$ cat config.mk
export PLATFORM = sky130hd
export DESIGN_NAME = state
export DESIGN_NICKNAME = d
export VERILOG_FILES = /design/src/rtl/state.sv
export SDC_FILE = /design/constraint.sdc
export NUM_CORES = 1
export LEC_CHECK = 0
export CORE_AREA = 2 2 39 41
export CTS_CLUSTER_SIZE = 40
export DETAILED_ROUTE_END_ITERATION = 12
export DIE_AREA = 0 0 41 43
export GPL_TIMING_DRIVEN = 0
export PLACE_DENSITY = 0.4
export REMOVE_ABC_BUFFERS = 1
export SYNTH_ARGS = -nofsm -noshare
export SYNTH_HDL_FRONTEND = slang
export SYNTH_SLANG_ARGS = --single-unit
$ cat constraint.sdc
create_clock -name clk -period 1.4 [get_ports clk]
set_input_delay 0.21 -clock clk [delete_from_list [all_inputs] [get_ports clk]]
set_output_delay 0.21 -clock clk [all_outputs]
set_load 0.005 [all_outputs]
$ cat src/rtl/state.sv
// Control-state sequencer for the tinycpu core: IDLE, then a five-phase instruction loop.
// HLT freezes the loop and cont resumes it. The registered state code is driven onto cs.
module state (
    input  logic       clk,
    input  logic       reset,
    input  logic       run,
    input  logic       cont,
    input  logic       halt,
    output logic [2:0] cs
);

    typedef enum logic [2:0] {
        StIdle = 3'b000,
        StIf   = 3'b001,
        StId   = 3'b010,
        StEx   = 3'b011,
        StMem  = 3'b100,
        StWb   = 3'b101,
        StHlt  = 3'b110,
        StBad  = 3'b111
    } state_e;

    state_e state_q, state_d;

    always_ff @(posedge clk) begin
        if (!reset) begin
            state_q <= StIdle;
        end else begin
            state_q <= state_d;
        end
    end

    always_comb begin
        state_d = state_q;
        case (state_q)
            // halt wins over run, so the machine stays in IDLE when both are high
            StIdle: if (run && !halt) state_d = StIf;
            StIf:   state_d = halt ? StHlt : StId;
            StId:   state_d = halt ? StHlt : StEx;
            StEx:   state_d = halt ? StHlt : StMem;
            StMem:  state_d = halt ? StHlt : StWb;
            StWb:   state_d = halt ? StHlt : StIf;
            StHlt: begin
                if (halt) begin
                    state_d = StHlt;
                end else if (cont) begin
                    state_d = StIf;
                end
            end
            default: state_d = StIdle;
        endcase
    end

    always_comb begin
        cs = state_q;
    end

endmodule

# Yosys cells after proc, flatten, opt, wreduce, memory -nomap -nowiden
# Index checks and enable logic that the tools add are counted.
[word_totals] regBits=3 latchBits=0 ramBits=0 mem_bits_ro=0 input_bits=5 output_inout_bits=3 mem_count=0
[classes] addsub=0 n_mul=0 div_mod_pow=0 n_lt_le_gt_ge=0 n_eq_ne=8 shifts=0 muxes=9 n_bitwise=0 reduce_logical=4
[op_table] operator="3-bit case mux with 7 select lines" count=1
[op_table] operator="3-bit 2-to-1 mux" count=6
[op_table] operator="3-bit == test (second input constant)" count=3
[op_table] operator="3-bit by 2-bit == test with 1-bit output (second input constant)" count=2
[op_table] operator="2-bit 2-to-1 mux" count=2
[op_table] operator="3-bit by 1-bit == test with 1-bit output (second input constant)" count=1
[op_table] operator="3-bit zero test" count=1
[op_table] operator="3-bit != test (second input constant)" count=1
[op_table] operator="2-bit != test (second input constant)" count=1
[op_table] operator="2-bit AND reduction" count=1
[op_table] operator="1-bit logical AND" count=1
[op_table] operator="1-bit zero test" count=1

# Logic depth before layout (Yosys ltp)
[depth] depth_word=4 depth_mapped=3 mapped_depth_nobuf=3

# Worst setup path after synthesis
# OpenSTA, ideal clock, no wires.
[synth_path] kind="register -> register" from="register state_q[2], in the netlist cs[2]" to="register state_q[1], in the netlist cs[1]" arrival_ps=856 required_ps=1266 path_slack_ps=410 path_stages_with_launch=4 n_path_buf=0 path_cell_list="dfxtp_1 > and2b_1 > a211oi_1 > a311oi_1"
[synth_via] elab_chain_len=3 word_cells_on_any_way=11
[synth_lines] item="from (decl)" line="23" text="state_e state_q, state_d;"
[synth_lines] item="from (signal assigned)" line="27" text="state_q <= StIdle;"
[synth_lines] item="from (signal assigned)" line="29" text="state_q <= state_d;"
[synth_lines] item="3-bit == test or 3-bit zero test (tied branches)" line="35" text="case (state_q)"
[synth_lines] item="3-bit != test (no line) or 2-bit != test (tied branches)"
[synth_lines] item="2-bit AND reduction (no line)"
# Several ways; a longest one is shown, not always the timed one.
# A chain may end at the register's enable or synchronous reset.

# Final worst setup path
[layout_path] from="register state_q[1], in the netlist cs[1]" to="output port cs[1]"
[layout_lines] item="to (decl)" line="9" text="output logic [2:0] cs"
# No word-level cell between the ends.

==> parameters.txt <==
Parameter                              Value

Outcome
  Result of the run    complete, no violations

Setup path
  Kind of cell adding the most delay to the critical path    buffers and inverters
  Arrival time reported for the critical path endpoint    1.13 ns
  Sort of element at the end of the critical path    output port
  Worst Setup EP    cs[1]
  Critical path cell sequence    clkdlybuf4s50_1
  Worst reg-to-reg path cell count    3
  Critical path type    reg -> out
  Cell with the biggest individual delay on the critical path    clkdlybuf4s50_1
  R2r endpoint    cs[1]
  Required time reported for the critical path endpoint    1.19 ns
  Reg-to-reg critical path startpoint    cs[2]
  Bufs and invs on worst path    1
  Type of element launching the critical path    flip-flop
  Number of cells on the critical path    1
  Slowest stage delay, CP    0.52 ns
  Maximum fanout along the worst path    7
  Setup slack of the worst register-to-register path    0.41 ns
  Source of the critical timing path    cs[1]

Placed design
  Port buffer count    7
  Final HPWL DP    333 um
  Place WS    0.123 ns
  Final estimated routing congestion in global placement    0.631
  Placed cell count    43

Finish
  Layout Utilization    21.2%
  Count of fill cells added during filler insertion    160
  Post-layout nets    37
  Area overhead of the layout relative to synthesis    71.5%
  Antenna diode instance count    0
  Layout cell share with drive strength beyond 1    22.6%
  Flip-flop count of the largest register after layout    3
  Post-route insts no fill    47

Synthesis
  Combinational family with the most area after synthesis    simple AND/OR/NAND/NOR gates
  Post-synthesis sequential element count    3
  Fraction of the mapped netlist area in adder cells    0%
  Number of library cell types mapped by synthesis    14
  Post-synthesis simple-gate area fraction    28.5%
  Xor and xnor area share after synthesis    0%
  Synth Cell Area    171 sq um
  Mean instance size in the synthesized netlist    8.57 sq um
  Sequential share of the synthesized area    35.0%
  Fraction of synthesized cell area taken by the top area cell type    35.0%
  Number of cells produced by synthesis    20
  Multiplexer area fraction after synthesis    5.84%
  Largest cells by area after synthesis    dfxtp_1 (35%), o21ai_0 (8.8%), nor2b_1 (7.3%)
  Total of warnings raised by yosys    0
  Biggest area consumer among synthesized cells    dfxtp_1
  Complex-gate fraction of the synthesized area    28.5%

Hold path
  Worst hold-check path type    reg -> reg

Detailed routing
  Iteration count of the initial detailed-routing pass    2
  Remaining number of nets flagged by the antenna check after routing    0
  Number of vias after detailed routing    190
  1st-iter DRT viols    1
  Average wire length per cell after detail routing    9.36 um
  Detailed-route vias per instance    4.04
  Post-route DRC violation count    0
  Wirelength, routed    440 um

Global route
  Number of antenna violations at the first check in global routing    0
  Via count of the first global-routing pass    177
  Total congestion overflow after global routing    0
  Wire length of the first global-routing pass    738 um
  Largest net degree at the start of global routing    9
  Total routing resource utilization after global routing    6.61%

Floorplan
  Number of placement rows    14
  Initial Utilization    12.4%
  Chip height    43 um
  # IOs    8
  Placeable core region    1380 sq um
  Overall die area    1760 sq um
  Chip Width    41 um

Clocking
  Total clock buffers created by CTS    3
  Clock transition at the registers of the reported paths    0.04 ns
  Clk Latency, worst-skew pair    0.23 ns
  CTS Buffer Depth    2
  Post-CTS repair timing setup buffer count    0
  Root buffer cell    clkbuf_4
  CTS tree    yes
  Total number of clock tree sinks    3
  Total number of H-tree levels    1
  Number of hold buffers added after cts    0

Power and ir drop
  Total leakage power    0.107 nW
  Peak supply drop    0.160 mV
  Power density over the cells    1240 nW/um^2
  Final Total Pwr    0.365 mW

STA
  Final setup violation count    0
  Actual slew at the worst max-slew pin    0.197 ns
  Setup tns final    0 ns
  Endpoints failing hold    0
  Fmax    746 MHz
  Max-Slew Margin vs Limit    86.8%
  Final-report max-slew violation count    0
  Worst Setup Slack, final    0.0597 ns
  Tcrit/Tclk final    95.7%
  Clock skew after layout    0.00477 ns
  Post-layout min period    1.34 ns
  Unrepaired setup endpoints after global routing    no

Job
  Number of max-cap violations    0
-- report_power, final --
group	switching, mW	internal, mW	total [mW]	leakage [nW]
sequential	0.0240	0.101	0.125	0.0261
clock	0.0458	0.107	0.153	0.0150
combinational	0.0292	0.0577	0.0870	0.0659
total	0.0990	0.266	0.365	0.107
-- Yosys cell counts --
| cell type | instances |
|---|---|
| a211oi_1 | 1 |
| a21boi_1 | 1 |
| a311oi_1 | 1 |
| and2b_1 | 1 |
| and4b_1 | 1 |
| dfxtp_1 | 3 |
| inv_2 | 1 |
| mux2i_1 | 1 |
| nand2_1 | 2 |
| nand3b_1 | 1 |
| nor2_1 | 1 |
| nor2b_1 | 2 |
| o21ai_0 | 3 |
| o32a_1 | 1 |
-- logic make-up after synthesis --
group / count (synthesis)
flops: 3
compound gates: 7
simple gates: 8
buf+inv: 1
mux: 1
-- routing by layer --
| metal | routed length (um) | part of all wire (%) | vias to the layer above | global-route usage [%] |
|---|---|---|---|---|
| met5 | 0 | 0 | - | 0 |
| met4 | 0 | 0 | 0 | 8.00 |
| met3 | 34 | 7.7 | 0 | 1.57 |
| met2 | 189 | 43 | 6 | 7.19 |
| met1 | 216 | 49 | 86 | 8.92 |
| li1 | - | - | 98 | - |
-- layout make-up --
cell class	instances	area [sq um]	area share [%]
multi-input combinational	16	108	36.6
timing repair buffer	7	70.1	23.8
sequential	3	66.3	22.6
clock buffer	4	26.3	8.94
tap	16	20.0	6.81
inverter	1	3.75	1.28
-- layout by cell type (no fill, tap or decap) --
cell,n
a311oi_1,1
clkbuf_1,1
nand3b_1,1
a211oi_1,1
and2b_1,1
o32a_1,1
mux2i_1,1
nand2_1,2
a21boi_1,1
and4b_1,1
clkdlybuf4s50_1,7
dfxtp_4,1
dfxtp_2,2
nor2_1,1
nor2b_1,2
clkbuf_4,3
inv_2,1
o21ai_0,3
-- stage by stage --
stage                     hold slack, ns  instance area [sq um]
after floorplan                    0.335                    171
after global placement             0.559                    262
after detailed placement           0.569                    262
after CTS                          0.518                    292
after global routing               0.540                    294
final                              0.518                    294
-- worst min-delay path by stage --
stage                      from    end  slack (ns)  cells after the start
after floorplan           reset  cs[1]        0.34                      2
after global placement    cs[1]  cs[2]        0.56                      2
after detailed placement  cs[1]  cs[2]        0.57                      2
after CTS                 cs[1]  cs[2]        0.52                      2
after global routing      cs[1]  cs[1]        0.54                      1
final                     cs[0]  cs[1]        0.52                      1
-- what timing repair did --
item	CTS	global route
setup endpoints to repair	3	1
gates resized for setup	3	1
pin swaps	0	0
Power figures use the tool's default switching activity.
